### src/rtl/fpu_arbiter.sv
// Round-robin arbiter sharing one fixed-latency FPU between NREQ engines.
// A grant in cycle t issues to the FPU in t+1; the owner index rides a
// LAT-deep tag pipeline so the result strobe returns to the right engine
// in t+1+LAT.
// Optional feature: define FPU_ARB_LOCK_EN to let the last owner keep the
// grant while it holds both req_i and lock_i (burst lock).
module fpu_arbiter #(
  parameter int NREQ   = 4,
  parameter int MODE_W = 4,
  parameter int DW     = 256,
  parameter int LAT    = 6
) (
  input  logic                   clk,
  input  logic                   rst_n,
  input  logic [NREQ-1:0]        req_i,
  input  logic [NREQ-1:0]        lock_i,
  input  logic [NREQ*MODE_W-1:0] mode_i,
  input  logic [NREQ*DW-1:0]     data_i,
  output logic [NREQ-1:0]        gnt_o,
  output logic                   fpu_vld_o,
  output logic [MODE_W-1:0]      fpu_mode_o,
  output logic [DW-1:0]          fpu_d_o,
  input  logic [DW-1:0]          fpu_res_i,
  output logic [NREQ-1:0]        rsp_vld_o,
  output logic [DW-1:0]          rsp_data_o,
  output logic                   busy_o
);

  localparam int PTR_W = (NREQ > 1) ? $clog2(NREQ) : 1;

  logic [PTR_W-1:0]  rr_ptr;
  logic [PTR_W-1:0]  cand_idx;
  logic [PTR_W-1:0]  gnt_idx;
  logic              gnt_any;
  logic              locked;
  logic [MODE_W-1:0] sel_mode;
  logic [DW-1:0]     sel_data;

  logic              vld_p0;
  logic [PTR_W-1:0]  idx_p0;
  logic [MODE_W-1:0] mode_p0;
  logic [DW-1:0]     data_p0;

  logic [LAT-1:0]    tag_vld_p1;
  logic [PTR_W-1:0]  tag_idx_p1 [LAT];

`ifdef FPU_ARB_LOCK_EN
  logic              owner_vld;
  logic [PTR_W-1:0]  owner_idx;
`else
  // lock_i has no function in this build; collapse it onto a dead net.
  logic              unused_lock;
  assign unused_lock = ^lock_i;
`endif

  // Pick the winner: locked owner first (if enabled), else first request at or above rr_ptr.
  always_comb begin
    gnt_any  = 1'b0;
    gnt_idx  = '0;
    locked   = 1'b0;
    cand_idx = '0;
`ifdef FPU_ARB_LOCK_EN
    if (owner_vld && req_i[owner_idx] && lock_i[owner_idx]) begin
      gnt_any = 1'b1;
      gnt_idx = owner_idx;
      locked  = 1'b1;
    end
`endif
    for (int i = 0; i < NREQ; i++) begin
      cand_idx = PTR_W'((int'(rr_ptr) + i) % NREQ);
      if (!gnt_any && req_i[cand_idx]) begin
        gnt_any = 1'b1;
        gnt_idx = cand_idx;
      end
    end
    // No grants may escape while reset is held.
    if (!rst_n) begin
      gnt_any = 1'b0;
      locked  = 1'b0;
    end
  end

  // One-hot grant vector and the winner's operand slices.
  always_comb begin
    gnt_o    = '0;
    sel_mode = '0;
    sel_data = '0;
    if (gnt_any) gnt_o[gnt_idx] = 1'b1;
    for (int k = 0; k < NREQ; k++) begin
      if (gnt_idx == PTR_W'(k)) begin
        sel_mode = mode_i[k*MODE_W +: MODE_W];
        sel_data = data_i[k*DW +: DW];
      end
    end
  end

  // Advance the round-robin pointer past each unlocked winner.
  always_ff @(posedge clk or negedge rst_n) begin
    if (!rst_n) begin
      rr_ptr <= '0;
    end else if (gnt_any && !locked) begin
      rr_ptr <= (gnt_idx == PTR_W'(NREQ-1)) ? '0 : gnt_idx + 1'b1;
    end
  end

`ifdef FPU_ARB_LOCK_EN
  // Remember the most recent owner for burst locking.
  always_ff @(posedge clk or negedge rst_n) begin
    if (!rst_n) begin
      owner_vld <= 1'b0;
      owner_idx <= '0;
    end else if (gnt_any) begin
      owner_vld <= 1'b1;
      owner_idx <= gnt_idx;
    end
  end
`endif

  // ---- stage p0: issue register towards the FPU ----
  // Register the granted operation; operands hold when nothing is issued.
  always_ff @(posedge clk or negedge rst_n) begin
    if (!rst_n) begin
      vld_p0  <= 1'b0;
      idx_p0  <= '0;
      mode_p0 <= '0;
      data_p0 <= '0;
    end else begin
      vld_p0 <= gnt_any;
      if (gnt_any) begin
        idx_p0  <= gnt_idx;
        mode_p0 <= sel_mode;
        data_p0 <= sel_data;
      end
    end
  end

  assign fpu_vld_o  = vld_p0;
  assign fpu_mode_o = mode_p0;
  assign fpu_d_o    = data_p0;

  // ---- stage p1: LAT-deep ownership tags matching the FPU latency ----
  // Shift {valid, owner} one slot per cycle; reset drops everything in flight.
  always_ff @(posedge clk or negedge rst_n) begin
    if (!rst_n) begin
      tag_vld_p1 <= '0;
      for (int i = 0; i < LAT; i++) tag_idx_p1[i] <= '0;
    end else begin
      tag_vld_p1[0] <= vld_p0;
      tag_idx_p1[0] <= idx_p0;
      for (int i = 1; i < LAT; i++) begin
        tag_vld_p1[i] <= tag_vld_p1[i-1];
        tag_idx_p1[i] <= tag_idx_p1[i-1];
      end
    end
  end

  // Route the returning result strobe to its owner.
  always_comb begin
    rsp_vld_o = '0;
    if (tag_vld_p1[LAT-1]) rsp_vld_o[tag_idx_p1[LAT-1]] = 1'b1;
  end

  assign rsp_data_o = fpu_res_i;
  assign busy_o     = vld_p0 | (|tag_vld_p1);

endmodule

### config.mk
export PLATFORM = sky130hd
export DESIGN_NAME = fpu_arbiter
export DESIGN_NICKNAME = d
export VERILOG_FILES = /design/src/rtl/fpu_arbiter.sv
export SDC_FILE = /design/constraint.sdc
export NUM_CORES = 1
export LEC_CHECK = 0
export BUFFER_PORTS_ARGS = -buffer_cell sky130_fd_sc_hd__buf_2
export CAP_MARGIN = 20
export CORE_AREA = 2 2 710 712
export DETAILED_ROUTE_END_ITERATION = 16
export DIE_AREA = 0 0 712 714
export SLEW_MARGIN = 20
export SYNTH_ARGS = -nofsm -noshare
export SYNTH_HDL_FRONTEND = slang
export SYNTH_SLANG_ARGS = --single-unit
### constraint.sdc
create_clock -name clk -period 2.87 [get_ports clk]
set_clock_uncertainty 0.1 [all_clocks]
set_input_delay 0.574 -clock clk [delete_from_list [all_inputs] [get_ports clk]]
set_output_delay 0.574 -clock clk [all_outputs]
set_load 0.1 [all_outputs]
==> impl_metrics.toml <==
[min_path]
min_path_cells = 3
min-delay-start = "data_i[890]"
hold_path_end = "fpu_d_o[122]$_DFFE_PN0N_"
min_path_type = "input pin to register"

[placement]
globalplace.congestion = 0.935
post-place-cells = 10500
port_buffers = 1315
dp_hpwl_mm = 232

[setup_path]
reg2reg_depth = 14
cp_top_family = "simple AND/OR/NAND/NOR gates"
path_cells = "nor2b_4 > a31oi_4 > buf_6 > and3_4 > ha_4 > buf_12 > buf_8 > and2_4 > buf_12"
ff2ff_setup_slack_ns = -0.31
slowest_stage = "dfrtp_1"
end_kind = "primary output"
crit_top_cell = "buf_12"
cp.arrival_ns = 2.51
path_class = "register to primary output"
timing.rr.start = "rr_ptr[1]$_DFFE_PN0N_"
start_kind = "register"
cp_max_fo = 5
r2r_end = "fpu_d_o[139]$_DFFE_PN0N_"
max_stage_delay_ns = 0.43
worstPathRequired_ns = 2.20
path_buf_inv = 4

[drt]
num_vias = 28400
routed_wl_mm = 273
wirelength_met1_mm = 109
wire_per_inst_um = 25.1
drt_iter0_drc = 2371
viasPerCell = 2.62
drc = 0
first_pass_iters = 6
antenna_left = 0
wl_met2_mm = 120
highest_layer = "met5"
route.met3.wl_mm = 29.7

[power_and_ir_drop]
peakVddDrop_v = 0.000577
power_switching_uw = 30500
p_comb_frac = 0.744
p_clk_frac = 0.124
p_sw_frac = 0.611
p_int_uw = 19400
leakage_uw = 0.0174
p_per_area_nw_per_um2 = 1160
pwr-share-seq = 0.131

[synth]
synth_warnings = 0
ys_seq_area_frac = 0.341
ys_ff_latch = 283
yosysUniqueCellTypes = 31
synthFlopType = "dfrtp_1"
syn_area_per_cell_sq_um = 7.80
syn_nets = 3975
synth_area_sq_um = 20800
post_synth_inst_count = 2665
synth_edf_count = 0
async_flop_share = 1.00

[clock_network]
clk_path_buf_depth = 3
clk_latency_ns = 0.70
cts_tree = "done"
cts.sinks = 283
cts_root_buffer = "clkbuf_16"
h-tree-depth = 2
cts_buffers = 43
clk_pin_slew_ns = 0.06

[sta]
finalHoldViolCount = 0
min_period_ns = 3.18
setup_ws_ns = -0.309
clock.fmax_ghz = 0.315
slew_headroom = 0.332
slew_violations = 0
worst_slew_pin_slew_ns = 1.01
setup_viol = 203
rsz0062_at_grt = "yes"
period_share = 1.11

[global_route]
grt_pass1_wl_mm = 326
grt_overflow = 0
grt_pass1_vias = 27900
grt.total_usage = 0.100
grt_antenna_before_repair = 99
grt_max_degree = 84

[cells_and_area]
register_area_sq_um = 7080
n_fill_cell = 58700
utilization = 0.0861
layout-drive-gt1-share = 0.488
area_growth_pct = 107
final_net_count = 5433
multi_input_area_sq_um = 10600
layout.cells.non_filler = 10900

[run]
drv_cap = 0

[floorplan]
die_x_um = 712
die_height_um = 714
die_area_sq_um = 508000
core_area_sq_um = 500000
ios = 1832
rows = 260
initial_core_util = 0.0415

[run_status]
violations = "setup timing"
status = "finished with violations"
## Yosys cell counts, drive strengths merged, types with 2 or more instances
cell type | instances | share of area
a21oi | 782 | 0.19
clkbuf | 196 | 0.035
nand2 | 6 | 0.0011
inv | 262 | 0.047
nand2b | 2 | 0.00060
o21ai | 2 | 0.00048
ha | 4 | 0.0024
a221o | 260 | 0.13
and3b | 2 | 0.00084
and2 | 5 | 0.0015
dfrtp | 283 | 0.34
nand3b | 261 | 0.094
buf | 321 | 0.11
nand3 | 2 | 0.00048
nor2 | 263 | 0.047
and3 | 3 | 0.00090
## metrics by stage
step                instance area (sq um)  TNS [ns]  hold WS [ns]  setup slack [ns]  total power (uW)
finish                              43100    -24.42         0.109            -0.309             49900
global route                        43100    -48.97        0.0273            -0.475             52400
CTS                                 41800    -10.45     0.0000911            -0.458             50400
detailed placement                  36700    -38.76         0.236            -0.388             41700
global placement                    36700    -44.86         0.235            -0.363             41800
floorplan                           20800    -0.337         0.178            -0.337             26100
## cells by family (layout without fill, tap and decap cells)
kind of cell               Yosys count  count (layout)  synth area share
buffers and inverters              779            2272             0.191
and+or+nand+nor                    548             548             0.148
AOI/OAI and AO/OA                 1051            1051             0.318
adders and majority gates            4               4           0.00241
other                                0              21                 0
DFF                                283             283             0.341
## per-layer routing
| layer | vias up | GRT usage |
|---|---|---|
| li1 | 12100 | - |
| met1 | 13800 | 0.119 |
| met2 | 1831 | 0.157 |
| met3 | 569 | 0.0435 |
| met4 | 28 | 0.0431 |
| met5 | - | 0.00236 |
## worst max-delay path by stage
stage	startpoint	end	slack, ns	depth (start not counted)
after global placement	req_i[3]	fpu_d_o[6]$_DFFE_PN0N_	-0.36	11
after floorplan	req_i[1]	gnt_o[3]	-0.34	8
final	rr_ptr[1]$_DFFE_PN0N_	gnt_o[2]	-0.31	9
after CTS	rr_ptr[0]$_DFFE_PN0N_	gnt_o[2]	-0.46	9
after detailed placement	req_i[3]	fpu_d_o[5]$_DFFE_PN0N_	-0.39	12
after global routing	rr_ptr[0]$_DFFE_PN0N_	gnt_o[2]	-0.48	9
## placed cells by master (no fill, tap or decap), drive strengths merged, types with 2 or more instances in the layout
cell type	Yosys	layout
clkinv	0	9
clkinvlp	0	4
nand2b	2	2
and3b	2	2
nand2	6	6
dfrtp	283	283
a21oi	782	782
nand3	2	2
clkbuf	196	76
bufinv	0	6
a221o	260	260
inv	262	268
buf	321	1704
dlygate4sd3	0	204
nand3b	261	261
nor2	263	263
and3	3	3
and2	5	5
o21ai	2	2
ha	4	4
diode	0	21
## final cells by class
class,count,share of cell area
timing repair buffer,1930,0.335
multi-input combinational,1603,0.246
tap,6681,0.194
sequential,283,0.164
clock buffer,55,0.0279
inverter,262,0.0230
clock inverter,25,0.00802
antenna,21,0.00122
## sequential cells by signal, indices dropped and copies added, names as in the netlist
signal      cells
tag_idx_p1     12
tag_vld_p1      6
idx_p0          2
fpu_d_o       256
rr_ptr          2
fpu_vld_o       1
fpu_mode_o      4
## power groups by stage
stage	logic (uW)	clock network [uW]	registers, uW
final	37200	6210	6550
after global routing	39000	6650	6750
after CTS	37200	6590	6560
after detailed placement	35100	0	6590
after global placement	35200	0	6550
after floorplan	8810	0	17300
## worst min-delay path, cell delays in order
cell and delay, ns:
buf_2 0.08, a21oi_1 0.07, a21oi_2 0.13
## what timing repair did
action                                 in CTS  in global routing
buffers inserted                           30                 29
hold buffers                              204                  0
gates resized for setup                   206                183
endpoints found under the hold margin     189                  0
cloned                                     18                 21
setup endpoints to repair                  84                237
pin swaps                                  65                129
(Power assumes the default switching activity.)
